### src/rtl/elevator_pkg.sv
// Shared elevator definitions: floor/direction encodings, arbiter FSM states and
// small floor arithmetic helpers used by the hall-call arbiter and the car controller.
package elevator_pkg;

    localparam int         NUM_FLOOR  = 7;
    localparam logic [1:0] UP         = 2'b10;
    localparam logic [1:0] DOWN       = 2'b01;
    localparam logic [1:0] DIR_IDLE   = 2'b00;
    localparam logic [2:0] FLOOR_NONE = 3'd0;

    typedef enum logic [1:0] {
        ST_IDLE  = 2'd0,
        ST_HOLD  = 2'd1,
        ST_SERVE = 2'd2
    } arb_state_t;

    // An out-of-range car position (only 0 is encodable) is treated as the ground floor.
    function automatic logic [2:0] norm_floor(input logic [2:0] f);
        logic [2:0] r;
        if (f == 3'd0) begin
            r = 3'd1;
        end else begin
            r = f;
        end
        return r;
    endfunction

    function automatic logic [3:0] floor_dist(input logic [2:0] a, input logic [2:0] b);
        logic [3:0] r;
        if (a >= b) begin
            r = {1'b0, a} - {1'b0, b};
        end else begin
            r = {1'b0, b} - {1'b0, a};
        end
        return r;
    endfunction

endpackage

### src/rtl/hall_call_pick.sv
// Combinational hall-call selector: picks the pending call the car should be offered
// next given its current floor and direction of travel.
module hall_call_pick
    import elevator_pkg::*;
(
    input  logic [6:1] pend_up_i,
    input  logic [7:2] pend_dn_i,
    input  logic [2:0] floor_i,
    input  logic [1:0] dir_i,
    output logic [2:0] floor_o,
    output logic [1:0] dir_o,
    output logic       valid_o
);

    logic [7:0] up_s;
    logic [7:0] dn_s;
    logic [2:0] car_s;
    logic [2:0] cand_s;
    logic [3:0] dist_s;
    logic [3:0] best_dist_s;
    logic       up_ok_s;
    logic       dn_ok_s;

    assign up_s  = {1'b0, pend_up_i, 1'b0};
    assign dn_s  = {pend_dn_i, 2'b00};
    assign car_s = norm_floor(floor_i);

    // Ascending scan keeping only strict improvements: equal distances keep the lower
    // floor, and UP (tested first) beats DOWN at the same floor.
    always_comb begin
        floor_o     = FLOOR_NONE;
        dir_o       = DIR_IDLE;
        valid_o     = 1'b0;
        best_dist_s = 4'hF;
        cand_s      = 3'd0;
        dist_s      = 4'd0;
        up_ok_s     = 1'b0;
        dn_ok_s     = 1'b0;
        for (int f = 0; f <= NUM_FLOOR; f++) begin
            cand_s  = 3'(f);
            dist_s  = floor_dist(cand_s, car_s);
            up_ok_s = (dir_i == UP)   ? (cand_s >= car_s) : (dir_i != DOWN);
            dn_ok_s = (dir_i == DOWN) ? (cand_s <= car_s) : (dir_i != UP);
            if (up_s[f] && up_ok_s && (dist_s < best_dist_s)) begin
                best_dist_s = dist_s;
                floor_o     = cand_s;
                dir_o       = UP;
                valid_o     = 1'b1;
            end else if (dn_s[f] && dn_ok_s && (dist_s < best_dist_s)) begin
                best_dist_s = dist_s;
                floor_o     = cand_s;
                dir_o       = DOWN;
                valid_o     = 1'b1;
            end else begin
                best_dist_s = best_dist_s;
            end
        end
    end

endmodule

### src/rtl/hall_call_arbiter.sv
// Hall-call arbiter: latches landing buttons until serviced, drives the hall lamps and
// offers one pending call at a time to the car controller.
module hall_call_arbiter
    import elevator_pkg::*;
(
    input  logic       clk,
    input  logic       reset,
    input  logic [6:1] HallUp,
    input  logic [7:2] HallDown,
    input  logic [2:0] FloorOut,
    input  logic [1:0] DirectOut,
    input  logic       DoorOut,
    output logic [2:0] TargetFloor,
    output logic [1:0] TargetDirect,
    output logic [6:1] LampUp,
    output logic [7:2] LampDown
);

    arb_state_t state_q, state_d;
    logic [6:1] pend_up_q, pend_up_d;
    logic [7:2] pend_dn_q, pend_dn_d;
    logic [2:0] tgt_floor_q, tgt_floor_d;
    logic [1:0] tgt_dir_q, tgt_dir_d;

    logic [2:0] car_s;
    logic [6:1] clr_up_s;
    logic [7:2] clr_dn_s;
    logic       clr_up_dir_s;
    logic       clr_dn_dir_s;
    logic [2:0] pick_floor_s;
    logic [1:0] pick_dir_s;
    logic       pick_valid_s;
    logic       svc_hit_s;
    logic       between_s;
    logic       pickup_s;

    assign car_s        = norm_floor(FloorOut);
    assign clr_up_dir_s = DoorOut && ((DirectOut == UP) || (DirectOut == DIR_IDLE));
    assign clr_dn_dir_s = DoorOut && ((DirectOut == DOWN) || (DirectOut == DIR_IDLE));

    // Service-event decode: one-hot clear masks for the car's current landing.
    always_comb begin
        clr_up_s = 6'd0;
        clr_dn_s = 6'd0;
        for (int f = 1; f <= 6; f++) begin
            clr_up_s[f] = clr_up_dir_s && (car_s == 3'(f));
        end
        for (int f = 2; f <= 7; f++) begin
            clr_dn_s[f] = clr_dn_dir_s && (car_s == 3'(f));
        end
    end

    // Clear is applied after set so a press at an open door is absorbed.
    assign pend_up_d = (pend_up_q | HallUp) & ~clr_up_s;
    assign pend_dn_d = (pend_dn_q | HallDown) & ~clr_dn_s;

    hall_call_pick u_pick (
        .pend_up_i (pend_up_q),
        .pend_dn_i (pend_dn_q),
        .floor_i   (FloorOut),
        .dir_i     (DirectOut),
        .floor_o   (pick_floor_s),
        .dir_o     (pick_dir_s),
        .valid_o   (pick_valid_s)
    );

    assign svc_hit_s = DoorOut && (car_s == tgt_floor_q) &&
                       ((DirectOut == tgt_dir_q) || (DirectOut == DIR_IDLE));
    assign between_s = (DirectOut == UP)   ? ((pick_floor_s > car_s) && (pick_floor_s < tgt_floor_q)) :
                       (DirectOut == DOWN) ? ((pick_floor_s < car_s) && (pick_floor_s > tgt_floor_q)) :
                                             1'b0;
    // No retarget while a door is open so the target never moves on a service-clear cycle.
    assign pickup_s  = !DoorOut && pick_valid_s && (pick_dir_s == DirectOut) && between_s;

    // Next-state and target selection.
    always_comb begin
        state_d     = state_q;
        tgt_floor_d = tgt_floor_q;
        tgt_dir_d   = tgt_dir_q;
        case (state_q)
            ST_IDLE, ST_SERVE: begin
                if (pick_valid_s) begin
                    state_d     = ST_HOLD;
                    tgt_floor_d = pick_floor_s;
                    tgt_dir_d   = pick_dir_s;
                end else begin
                    state_d     = ST_IDLE;
                    tgt_floor_d = FLOOR_NONE;
                    tgt_dir_d   = DIR_IDLE;
                end
            end
            ST_HOLD: begin
                if (svc_hit_s) begin
                    state_d     = ST_SERVE;
                    tgt_floor_d = FLOOR_NONE;
                    tgt_dir_d   = DIR_IDLE;
                end else if (pickup_s) begin
                    state_d     = ST_HOLD;
                    tgt_floor_d = pick_floor_s;
                    tgt_dir_d   = pick_dir_s;
                end else begin
                    state_d     = ST_HOLD;
                end
            end
            default: begin
                state_d     = ST_IDLE;
                tgt_floor_d = FLOOR_NONE;
                tgt_dir_d   = DIR_IDLE;
            end
        endcase
    end

    // State, pending and target registers.
    always_ff @(posedge clk or negedge reset) begin
        if (!reset) begin
            state_q     <= ST_IDLE;
            pend_up_q   <= 6'd0;
            pend_dn_q   <= 6'd0;
            tgt_floor_q <= FLOOR_NONE;
            tgt_dir_q   <= DIR_IDLE;
        end else begin
            state_q     <= state_d;
            pend_up_q   <= pend_up_d;
            pend_dn_q   <= pend_dn_d;
            tgt_floor_q <= tgt_floor_d;
            tgt_dir_q   <= tgt_dir_d;
        end
    end

    assign TargetFloor  = tgt_floor_q;
    assign TargetDirect = tgt_dir_q;
    assign LampUp       = pend_up_q;
    assign LampDown     = pend_dn_q;

endmodule

### config.mk
export PLATFORM = sky130hd
export DESIGN_NAME = hall_call_arbiter
export DESIGN_NICKNAME = d
export VERILOG_FILES = /design/src/rtl/elevator_pkg.sv /design/src/rtl/hall_call_pick.sv /design/src/rtl/hall_call_arbiter.sv
export SDC_FILE = /design/constraint.sdc
export NUM_CORES = 1
export LEC_CHECK = 0
export ABC_AREA = 0
export CORE_UTILIZATION = 51
export CTS_CLUSTER_DIAMETER = 100
export CTS_CLUSTER_SIZE = 16
export DETAILED_ROUTE_END_ITERATION = 8
export PLACE_DENSITY = 0.88
export SYNTH_ARGS = -nofsm -noshare
export SYNTH_HDL_FRONTEND = slang
export SYNTH_SLANG_ARGS = --single-unit
### constraint.sdc
create_clock -name clk -period 23.4 [get_ports clk]
set_input_delay 4.68 -clock clk [delete_from_list [all_inputs] [get_ports clk]]
set_output_delay 4.68 -clock clk [all_outputs]
set_load 0.02 [all_outputs]
==> impl_metrics.py <==
metrics = {
    "run_status": {
        "outcome": "complete, no violations",
    },
    "synthesis": {
        "synth.most_common_cell": "nor2_1",
        "synth-seq-area-share_pct": 18.72,
        "postSynthCellCount": 312,
        "synth_edf_count": 0,
        "synth.top_cell.area_share_pct": 18.72,
        "synth.avg_cell_area_um2": 8.141,
        "synth_top_area_cell": "dfrtp_1",
        "async_flop_share_pct": 100.0,
        "synth_commonest_cells": "32 x nor2_1, 26 x a21oi_1, 23 x o21ai_0, 21 x ha_1",
        "ys_ff_latch": 19,
        "netlist_area_um2": 2540,
        "ys.flop_type": "dfrtp_1",
        "synth_warnings": 0,
        "synth_top_cells_by_area": "dfrtp_1 19%, ha_1 10%, a21oi_1 5.1%",
        "ys_types": 81,
    },
    "cts": {
        "clock_sinks": 19,
        "ctsResizeCount": 0,
        "cts_buffers": 3,
        "cts_root_buffer": "clkbuf_8",
        "clk_path_buf_depth": 2,
        "clk-insertion-delay-late_ns": 0.26,
        "clk_pin_slew_ns": 0.08,
        "tritoncts": "built",
        "holdBufCountCts": 0,
        "cts_max_level": 1,
        "post_cts_buffers": 0,
    },
    "finish": {
        "final_net_count": 381,
        "ff_latch_area_um2": 475.5,
        "syn_to_final_growth_pct": 15.57,
        "multi_input_area_um2": 1897,
        "drive_above_1_share_pct": 11.50,
        "design_area_um2": 2935,
        "antenna-diode-count": 0,
        "fin_util_pct": 61.74,
        "nFillCells": 432,
    },
    "placed_design": {
        "placed_area_um2": 2889,
        "port_buffers": 36,
        "place_congestion": 0.9803,
        "dpl.hpwl_um": 5865,
    },
    "pwr": {
        "leakage_nw": 1.170,
        "power_density_nw_per_um2": 87.87,
        "power.ir.vdd_worst_mv": 0.07591,
    },
    "timing": {
        "hold_viol": 0,
        "fin_crit_ns": 17.91,
        "setup_violations": 0,
        "holdWs_ns": 0.4589,
        "clock_skew_ns": 0.005517,
        "grt_setup_unrepaired": "no",
        "finalSetupTns_ns": 0,
        "final-max-slew-violation-count": 0,
        "slew_headroom_pct": 42.14,
        "fin_crit_sh_pct": 76.54,
        "max_slew.worst_pin.slew_ns": 0.8652,
        "fmax_ghz": 0.05583,
    },
    "critical_path": {
        "end_kind": "flip-flop",
        "cp_common_cell": "ha_1",
        "path_delay_family": "compound AO/OA/AOI/OAI gates",
        "cp.arrival_ns": 18.06,
        "max_stage_delay_ns": 0.96,
        "crit_fanout": 17,
        "r2r_start": "LampUp[1]$_DFF_PN0_",
        "critPathBufInv": 3,
        "critPathLaunch": "FloorOut[1]",
        "slowest_stage": "clkdlybuf4s50_1",
        "startpoint_type": "primary input",
        "path_class": "in2reg",
        "reg2reg_slack_ns": 11.44,
        "crit_required_ns": 23.55,
    },
    "route": {
        "drcViolationCount": 0,
        "drtAntennaViolNets": 0,
        "drt_iter0_drc": 329,
        "wl_um": 7517,
        "avgRoutedWirePerCell_um": 18.51,
        "via_count": 2670,
        "routed_via_density": 6.576,
        "drtPass1Iterations": 5,
    },
    "global_route": {
        "grt_pass1_vias": 2502,
        "grt_first_pass_wirelength_um": 12250,
        "grt.overflow.total": 0,
        "antenna_found_initial": 0,
        "grt_max_degree": 21,
        "track_usage_pct": 29.96,
    },
    "die": {
        "core-area_um2": 4755,
        "die_w_um": 72.57,
        "rows": 25,
        "initial_core_util_pct": 53.42,
        "pin_count": 37,
        "die_area_um2": 5266,
        "die_h_um": 72.57,
    },
    "flow_run": {
        "cap_violations": 0,
    },
    "min_path": {
        "worstHoldStart": "state_q[1]$_DFF_PN0_",
        "hp-class": "reg2reg",
    },
}
[per-layer routing]
| layer | wire (um) | GRT usage [%] |
|---|---|---|
| met1 | 3220 | 42.13 |
| met2 | 3554 | 47.56 |
| met3 | 584 | 2.348 |
| met4 | 157 | 12.20 |
| met5 | 0 | 0 |
[path summary, 6_finish.rpt]
| kind | to | depth (start not counted) |
|---|---|---|
| min in group asynchronous | TargetDirect[1]$_DFFE_PN0P_ | 1 |
| hold / removal | state_q[1]$_DFF_PN0_ | 1 |
| hold reg to reg | state_q[1]$_DFF_PN0_ | 1 |
| max in group asynchronous | LampDown[2]$_DFF_PN0_ | 1 |
| setup / recovery | TargetFloor[1]$_DFFE_PN0P_ | 56 |
| setup reg to reg | TargetFloor[1]$_DFFE_PN0P_ | 54 |
[final cells by class]
class,instances,area share (%)
multi-input cells,262,64.62
clock inverters,1,0.1705
flip-flops and latches,19,16.20
well taps,67,2.856
repair buffers,36,12.28
clock buffers,3,1.407
inverters,18,2.472
[worst register-to-register path, delay by kind of cell, from the launching register on]
| family | cells | cell delay [ns] |
|---|---|---|
| AO/OA/AOI/OAI | 31 | 7.00 |
| adder cells (fa/ha/maj) | 7 | 2.04 |
| AND/OR/NAND/NOR | 10 | 1.30 |
| multiplexers | 3 | 0.75 |
| flip-flops | 1 | 0.43 |
| buffers and inverters | 3 | 0.31 |
[power breakdown]
| group | switching (mW) | total [mW] | internal [mW] |
|---|---|---|---|
| combinational | 0.107 | 0.188 | 0.0814 |
| clock | 0.0114 | 0.0233 | 0.0118 |
| sequential | 0.00742 | 0.0465 | 0.0390 |
[registers in the layout (all words and copies together), names as in the netlist]
register and flops:
LampDown 6, LampUp 6, TargetFloor 3, TargetDirect 2, state_q 2
[cell families after synthesis]
| logic type | count (synthesis) | synth area share, % |
|---|---|---|
| AO/OA/AOI/OAI | 130 | 38.03 |
| AND/OR/NAND/NOR | 93 | 20.05 |
| buffers and inverters | 33 | 6.896 |
| adder cells (fa/ha/maj) | 21 | 10.34 |
| flip-flops | 19 | 18.72 |
| multiplexers | 8 | 3.399 |
| XOR/XNOR | 7 | 2.414 |
| other | 1 | 0.1476 |
[through the flow]
step / worst slack (ns) / power, mW / std cells
4_1_cts: 5.685 / 0.2536 / 406
2_1_floorplan: 8.304 / 0.1839 / 314
3_3_place_gp: 5.808 / 0.2203 / 402
3_5_place_dp: 5.473 / 0.2278 / 402
5_1_grt: 4.366 / 0.2768 / 406
6_report: 5.489 / 0.2579 / 406
[placed cells by master, fill, tap and decap left out, types with 4 or more instances in the layout]
cell	netlist	layout
a21boi_0	4	4
a21o_1	4	4
a21oi_1	26	26
a31oi_1	10	10
and2_1	4	4
clkdlybuf4s50_1	0	36
dfrtp_1	19	19
ha_1	21	21
inv_1	15	15
mux2i_1	6	6
nand2_1	19	19
nand2b_1	5	5
nor2_1	32	32
nor2b_1	4	4
nor3_1	4	4
o211ai_1	10	10
o21ai_0	23	23
or2_2	4	4
xnor2_1	6	6
(Power assumes the default switching activity.)
